$ cat src/rtl/inst_fetch_pkg.sv
// Shared definitions for the fetch stage and the decoder it feeds.
package inst_fetch_pkg;

  localparam int INST_W    = 32;
  localparam int ENTRY_W   = 64;  // {pc, inst}

  // Field positions shared with decode.
  localparam int OP_MSB    = 31;
  localparam int OP_LSB    = 26;
  localparam int FUNCT_MSB = 5;
  localparam int FUNCT_LSB = 0;

  typedef enum logic [1:0] {
    IF_IDLE  = 2'd0,
    IF_FETCH = 2'd1,
    IF_DRAIN = 2'd2,
    IF_DONE  = 2'd3
  } if_state_e;

endpackage

$ cat src/rtl/inst_fifo2.sv
// Two-entry FIFO holding fetched {pc, inst} pairs; head reads 0 when empty.
module inst_fifo2 #(
  parameter int W = 64
) (
  input  logic         clk,
  input  logic         rst,
  input  logic         push,
  input  logic [W-1:0] push_data,
  input  logic         pop,
  output logic [1:0]   count,
  output logic [W-1:0] head
);

  logic [W-1:0] entry0_q, entry0_d;
  logic [W-1:0] entry1_q, entry1_d;
  logic         rd_ptr_q, rd_ptr_d;
  logic         wr_ptr_q, wr_ptr_d;
  logic [1:0]   count_q,  count_d;
  logic         do_push;
  logic         do_pop;

  // Next-state: write at wr_ptr, advance rd_ptr on pop, track occupancy.
  always_comb begin
    entry0_d = entry0_q;
    entry1_d = entry1_q;
    rd_ptr_d = rd_ptr_q;
    wr_ptr_d = wr_ptr_q;
    count_d  = count_q;
    do_pop   = pop && (count_q != 2'd0);
    // A full FIFO may only accept a push when the head leaves in the same cycle.
    do_push  = push && ((count_q != 2'd2) || do_pop);
    if (do_push) begin
      if (wr_ptr_q) entry1_d = push_data;
      else          entry0_d = push_data;
      wr_ptr_d = ~wr_ptr_q;
    end
    if (do_pop) begin
      rd_ptr_d = ~rd_ptr_q;
    end
    case ({do_push, do_pop})
      2'b10:   count_d = count_q + 2'd1;
      2'b01:   count_d = count_q - 2'd1;
      default: count_d = count_q;
    endcase
  end

  // Storage and pointer registers, cleared by synchronous reset.
  always_ff @(posedge clk) begin
    if (rst) begin
      entry0_q <= '0;
      entry1_q <= '0;
      rd_ptr_q <= 1'b0;
      wr_ptr_q <= 1'b0;
      count_q  <= 2'd0;
    end else begin
      entry0_q <= entry0_d;
      entry1_q <= entry1_d;
      rd_ptr_q <= rd_ptr_d;
      wr_ptr_q <= wr_ptr_d;
      count_q  <= count_d;
    end
  end

  assign count = count_q;
  assign head  = (count_q == 2'd0) ? '0 : (rd_ptr_q ? entry1_q : entry0_q);

endmodule

$ cat src/rtl/inst_fetch.sv
// Instruction fetch: walks the PC through a synchronous-read memory, buffers
// words in a 2-entry queue and hands them to decode over valid/ready.
//
// Handshake: a word transfers on every rising edge where out_valid and
// out_ready are both high; while out_valid is high and out_ready low, every
// output (out_inst, out_pc, op_o, funct_o) holds its value.
module inst_fetch
  import inst_fetch_pkg::*;
#(
  parameter int          ADDR_W     = 10,
  parameter int          INST_COUNT = 1024,
  parameter logic [31:0] RESET_PC   = 32'h0000_0000
) (
  input  logic              clk,
  input  logic              rst,
  input  logic              run,
  output logic              imem_en,
  output logic [ADDR_W-1:0] imem_addr,
  input  logic [31:0]       imem_rdata,
  output logic              out_valid,
  input  logic              out_ready,
  output logic [31:0]       out_inst,
  output logic [31:0]       out_pc,
  output logic [5:0]        op_o,
  output logic [5:0]        funct_o,
  output logic              done
);

  localparam int CNT_W = ADDR_W + 1;
  localparam logic [CNT_W-1:0] INST_CNT_L = INST_COUNT[CNT_W-1:0];

  if_state_e        state_q, state_d;
  logic [31:0]      pc_q, pc_d;
  logic [CNT_W-1:0] issued_q, issued_d;
  logic             inflight_q, inflight_d;
  logic [31:0]      inflight_pc_q, inflight_pc_d;

  logic [1:0]       fifo_count;
  logic [ENTRY_W-1:0] fifo_head;
  logic             pop;
  logic [2:0]       occ;
  logic             credit;
  logic             issue;

  // Issue decision and next-state logic for the fetch FSM and PC walker.
  always_comb begin
    state_d       = state_q;
    pc_d          = pc_q;
    issued_d      = issued_q;
    inflight_d    = 1'b0;
    inflight_pc_d = inflight_pc_q;

    pop    = (fifo_count != 2'd0) && out_ready;
    // Words already owed to the queue, less the one leaving this cycle.
    occ    = {1'b0, fifo_count} + {2'b00, inflight_q};
    credit = (occ - {2'b00, pop}) < 3'd2;
    issue  = (state_q == IF_FETCH) && run && (issued_q < INST_CNT_L) && credit;

    if (issue) begin
      pc_d          = pc_q + 32'd4;
      issued_d      = issued_q + {{(CNT_W-1){1'b0}}, 1'b1};
      inflight_d    = 1'b1;
      inflight_pc_d = pc_q;
    end

    case (state_q)
      IF_IDLE: begin
        if (run) state_d = (INST_COUNT == 0) ? IF_DRAIN : IF_FETCH;
      end
      IF_FETCH: begin
        if (issue && (issued_d == INST_CNT_L)) state_d = IF_DRAIN;
      end
      IF_DRAIN: begin
        // Finish as soon as the last word leaves, so done follows the final handshake.
        if (!inflight_q && ((fifo_count - {1'b0, pop}) == 2'd0)) state_d = IF_DONE;
      end
      IF_DONE: begin
        state_d = IF_DONE;
      end
      default: state_d = IF_IDLE;
    endcase
  end

  // Fetch state registers; reset also drops any read still in flight.
  always_ff @(posedge clk) begin
    if (rst) begin
      state_q       <= IF_IDLE;
      pc_q          <= RESET_PC;
      issued_q      <= '0;
      inflight_q    <= 1'b0;
      inflight_pc_q <= '0;
    end else begin
      state_q       <= state_d;
      pc_q          <= pc_d;
      issued_q      <= issued_d;
      inflight_q    <= inflight_d;
      inflight_pc_q <= inflight_pc_d;
    end
  end

  inst_fifo2 #(
    .W(ENTRY_W)
  ) u_fifo (
    .clk       (clk),
    .rst       (rst),
    .push      (inflight_q),
    .push_data ({inflight_pc_q, imem_rdata}),
    .pop       (pop),
    .count     (fifo_count),
    .head      (fifo_head)
  );

  assign imem_en   = issue;
  assign imem_addr = pc_q[ADDR_W+1:2];
  assign out_valid = (fifo_count != 2'd0);
  assign out_inst  = fifo_head[INST_W-1:0];
  assign out_pc    = fifo_head[ENTRY_W-1:INST_W];
  assign op_o      = out_inst[OP_MSB:OP_LSB];
  assign funct_o   = out_inst[FUNCT_MSB:FUNCT_LSB];
  assign done      = (state_q == IF_DONE);

endmodule

$ cat config.mk
export PLATFORM = sky130hd
export DESIGN_NAME = inst_fetch
export DESIGN_NICKNAME = d
export VERILOG_FILES = /design/src/rtl/inst_fetch_pkg.sv /design/src/rtl/inst_fifo2.sv /design/src/rtl/inst_fetch.sv
export SDC_FILE = /design/constraint.sdc
export NUM_CORES = 1
export LEC_CHECK = 0
export ABC_AREA = 1
export CAP_MARGIN = 20
export CORE_ASPECT_RATIO = 1.4
export CORE_MARGIN = 3
export CORE_UTILIZATION = 45
export DETAILED_ROUTE_END_ITERATION = 16
export PLACE_DENSITY = 0.8
export SLEW_MARGIN = 20
export SYNTH_ARGS = -nofsm -noshare
export SYNTH_HDL_FRONTEND = slang
export SYNTH_SLANG_ARGS = --single-unit
$ cat constraint.sdc
create_clock -name clk -period 6.6 [get_ports clk]
set_clock_uncertainty 0.15 [all_clocks]
set_input_delay 1.32 -clock clk [delete_from_list [all_inputs] [get_ports clk]]
set_output_delay 1.32 -clock clk [all_outputs]
set_load 0.02 [all_outputs]
==> impl_metrics.py <==
metrics = {
    "flow_run": {
        "drv_cap": 0,
    },
    "die": {
        "die_w_um": 126,
        "num_io_pins": 125,
        "die_area_um2": 21900,
        "start_util_pct": 46.5,
        "rows": 60,
        "die_h_um": 174,
        "core_area_um2": 19400,
    },
    "global_routing": {
        "grtUsageMet1_pct": 25.1,
        "grt_pass1_vias": 7814,
        "grt_use_total_pct": 20.3,
        "grt_remaining_overflow": 0,
        "gr-usage-met3_pct": 2.31,
        "grt_start_max_net_pins": 103,
        "busiest_layer": "met2",
        "met2_usage_pct": 36.7,
        "grt_antenna_before_repair": 0,
        "grt_pass1_wl_um": 38300,
    },
    "setup_path": {
        "end_kind": "output port",
        "required_ps": 5130,
        "critPathSlowestCell": "clkdlybuf4s50_1",
        "path_cells": "clkdlybuf4s50_1 -> inv_1 -> nor2_1 -> nand2_1 -> o21ai_0 -> nand2_1 -> fa_1 -> nand3_2 -> nor2_8 -> clkdlybuf4s50_1",
        "rr_worst_depth": 16,
        "criticalPathCategory": "input pin to output port",
        "slowest_delay_ps": 620,
        "crit_path_max_fanout": 6,
        "crit_path_end": "imem_en",
        "start_kind": "input pin",
        "rrSetupSlack_ps": 2720,
        "rr_startpoint": "u_fifo.count[1]",
        "cp_data_arrival_time_ps": 4120,
        "reg2reg_to": "pc_q[19]",
        "startpoint": "out_ready",
    },
    "clock_network": {
        "postCtsHoldBufs": 0,
        "clockRootBuffer": "clkbuf_16",
        "numCtsBuffers": 21,
        "clock_sinks": 202,
        "cts-resized-gates": 0,
        "insertion_delay_ps": 500,
        "path_clk_slew_ps": 60,
        "cts_tree": "yes",
        "cts_max_level": 1,
        "clk_path_buf_depth": 3,
        "post_cts_buffers": 0,
    },
    "final_layout": {
        "multiInputGateArea_um2": 3990,
        "drive_above_1_share_pct": 5.75,
        "antennaDiodeCount": 0,
        "regArea_um2": 4050,
        "nFillCells": 1779,
        "area_growth_pct": 20.2,
        "nets": 1330,
    },
    "sta": {
        "finalSetupTns_ps": 0,
        "fmaxAchievable_mhz": 179,
        "hold_slack_ps": 300,
        "maxSlewViolCount": 0,
        "tightest_slew_ps": 932,
        "hold_viol_final": 0,
        "fin_crit_ps": 5590,
        "rsz0062_at_grt": "no",
        "finalSetupViolations": 0,
        "slew_headroom_pct": 37.8,
        "period_share_pct": 84.6,
    },
    "detailed_routing": {
        "first_iter_violations": 601,
        "vias": 8382,
        "drc": 0,
        "wl_per_cell_um": 14.8,
        "ant_nets": 0,
        "avgViaCountPerCell": 5.40,
        "wirelength_um": 23000,
        "first_pass_iters": 5,
    },
    "pwr": {
        "combPwrFrac_pct": 7.5,
        "p_leak_nw": 3.72,
        "peakVddDrop_v": 0.000161,
        "p_switching_mw": 0.640,
        "intPower_mw": 2.09,
        "p_per_area_nw_per_um2": 252,
        "p_seq_share_pct": 46.7,
        "p_sw_share_pct": 23.4,
        "clkPwrFrac_pct": 45.8,
    },
    "place": {
        "gp_congestion": 0.896,
        "dp_hpwl_um": 14200,
        "port_buffers": 122,
    },
    "logic_synthesis": {
        "synth_cell_types": 44,
        "async_flop_share_pct": 0,
        "ys.warnings.count": 0,
        "synthCells": 1242,
        "synth_edf_count": 0,
        "ys_ff_latch": 202,
        "synth_flop_cell": "dfxtp_1",
        "synth_seq_area_share_pct": 44.7,
        "syn_area_per_cell_um2": 7.28,
        "netlist_area_um2": 9040,
    },
    "status": {
        "outcome": "complete, no violations",
    },
    "min_path": {
        "min_path_type": "flip-flop to flip-flop",
    },
}
==> cells in the final DEF (no fill, tap or decap), drive strengths merged <==
| cell | n |
|---|---|
| a21oi | 237 |
| dfxtp | 202 |
| o21a | 2 |
| inv | 129 |
| nor3 | 25 |
| o21bai | 1 |
| nor2 | 70 |
| a221oi | 1 |
| fa | 1 |
| nand3b | 2 |
| nand4 | 7 |
| clkinv | 5 |
| clkbuf | 29 |
| xnor2 | 4 |
| a211oi | 1 |
| buf | 10 |
| bufinv | 3 |
| clkinvlp | 1 |
| ha | 3 |
| a31oi | 1 |
| o211a | 1 |
| nand2 | 171 |
| nor4 | 2 |
| nand3 | 87 |
| and3 | 1 |
| and2 | 1 |
| xor2 | 11 |
| clkdlybuf4s50 | 121 |
| conb | 2 |
| o21ai | 172 |
| nand2b | 1 |
| nor3b | 1 |
==> layer usage <==
layer  wire, um  part of all wire [%]  up-vias
met4        467                   2.0        0
met5          0                     0        -
li1           -                     -     4200
met2      11900                    52      263
met1       9390                    41     3887
met3       1240                   5.4       32
==> Yosys cell counts, types with 6 or more instances <==
master    instances  share of area [%]
a21oi_1         236                 13
dfxtp_1         202                 45
o21ai_0         171                9.5
nand2_1         167                6.9
inv_1           125                5.2
nand3_1          81                4.5
nor2_1           64                2.7
clkbuf_1         61                2.5
buf_4            26                2.2
nor3_1           23                1.3
buf_2            18                1.0
xor2_1           11                1.1
nand4_1           6               0.42
==> flip-flops by register name, summed over array words and instances, names as in the netlist <==
register and count:
u_fifo.rd_ptr_q 1, pc_q 30, u_fifo.count 2, issued_q 11, u_fifo.wr_ptr_q 1, inflight_pc_q 30, u_fifo.entry1_q 62, u_fifo.entry0_q 62
state_q 2, inflight_q 1
==> worst min-delay path by stage <==
stage / from / end / slack (ps) / cells past startpoint
6_report: u_fifo.entry1_q[11] / u_fifo.entry1_q[11] / 300 / 2
5_1_grt: u_fifo.entry0_q[14] / u_fifo.entry0_q[14] / 320 / 2
4_1_cts: u_fifo.entry1_q[56] / u_fifo.entry1_q[56] / 300 / 2
3_5_place_dp: u_fifo.entry1_q[2] / u_fifo.entry1_q[2] / 290 / 2
3_3_place_gp: u_fifo.entry1_q[10] / u_fifo.entry1_q[10] / 290 / 2
2_1_floorplan: u_fifo.entry1_q[0] / u_fifo.entry1_q[0] / 280 / 2
==> metrics by stage <==
| step | util [%] | power, mW | worst slack [ps] | area, um^2 | cells |
|---|---|---|---|---|---|
| after floorplan | - | 1.43 | 1850 | 9050 | 1243 |
| after global placement | 52.1 | 1.50 | 1200 | 10100 | 1515 |
| after detailed placement | 52.1 | 1.51 | 1120 | 10100 | 1515 |
| after CTS | 55.9 | 2.76 | 1020 | 10900 | 1553 |
| after global routing | 55.9 | 2.84 | 877 | 10900 | 1553 |
| final | 55.9 | 2.73 | 1010 | 10900 | 1553 |
==> final cells by class <==
| cell class | instances | share of cell area (%) |
|---|---|---|
| Sequential cell | 202 | 37.2 |
| Tap cell | 248 | 2.85 |
| Clock inverter | 9 | 1.23 |
| Inverter | 129 | 4.47 |
| Clock buffer | 29 | 5.67 |
| Multi-Input combinational cell | 805 | 36.7 |
| Timing Repair Buffer | 131 | 11.8 |
==> power by group through the flow <==
| stage | clock, mW | combinational [mW] | sequential [mW] |
|---|---|---|---|
| floorplan | 0 | 0.143 | 1.29 |
| global placement | 0 | 0.200 | 1.30 |
| detailed placement | 0 | 0.203 | 1.30 |
| CTS | 1.28 | 0.205 | 1.28 |
| global route | 1.33 | 0.226 | 1.28 |
| finish | 1.25 | 0.205 | 1.28 |
==> critical path, delay by kind of cell <==
| family | cells | cell delay (ps) |
|---|---|---|
| AND/OR/NAND/NOR | 5 | 930 |
| buffers and inverters | 3 | 1180 |
| AO/OA/AOI/OAI | 1 | 150 |
| adder cells (fa/ha/maj) | 1 | 520 |
==> cell families (layout without fill, tap and decap cells) <==
logic type      after synthesis  in the layout  synth area share, %
compound gates              416            416                 23.3
simple gates                368            368                 18.6
buf+inv                     236            298                 11.2
flops                       202            202                 44.7
xor+xnor                     15             15                 1.45
fa+ha+maj                     4              4                0.637
other cells                   1              2               0.0415
Note: power is estimated with default switching activity, not from simulation.
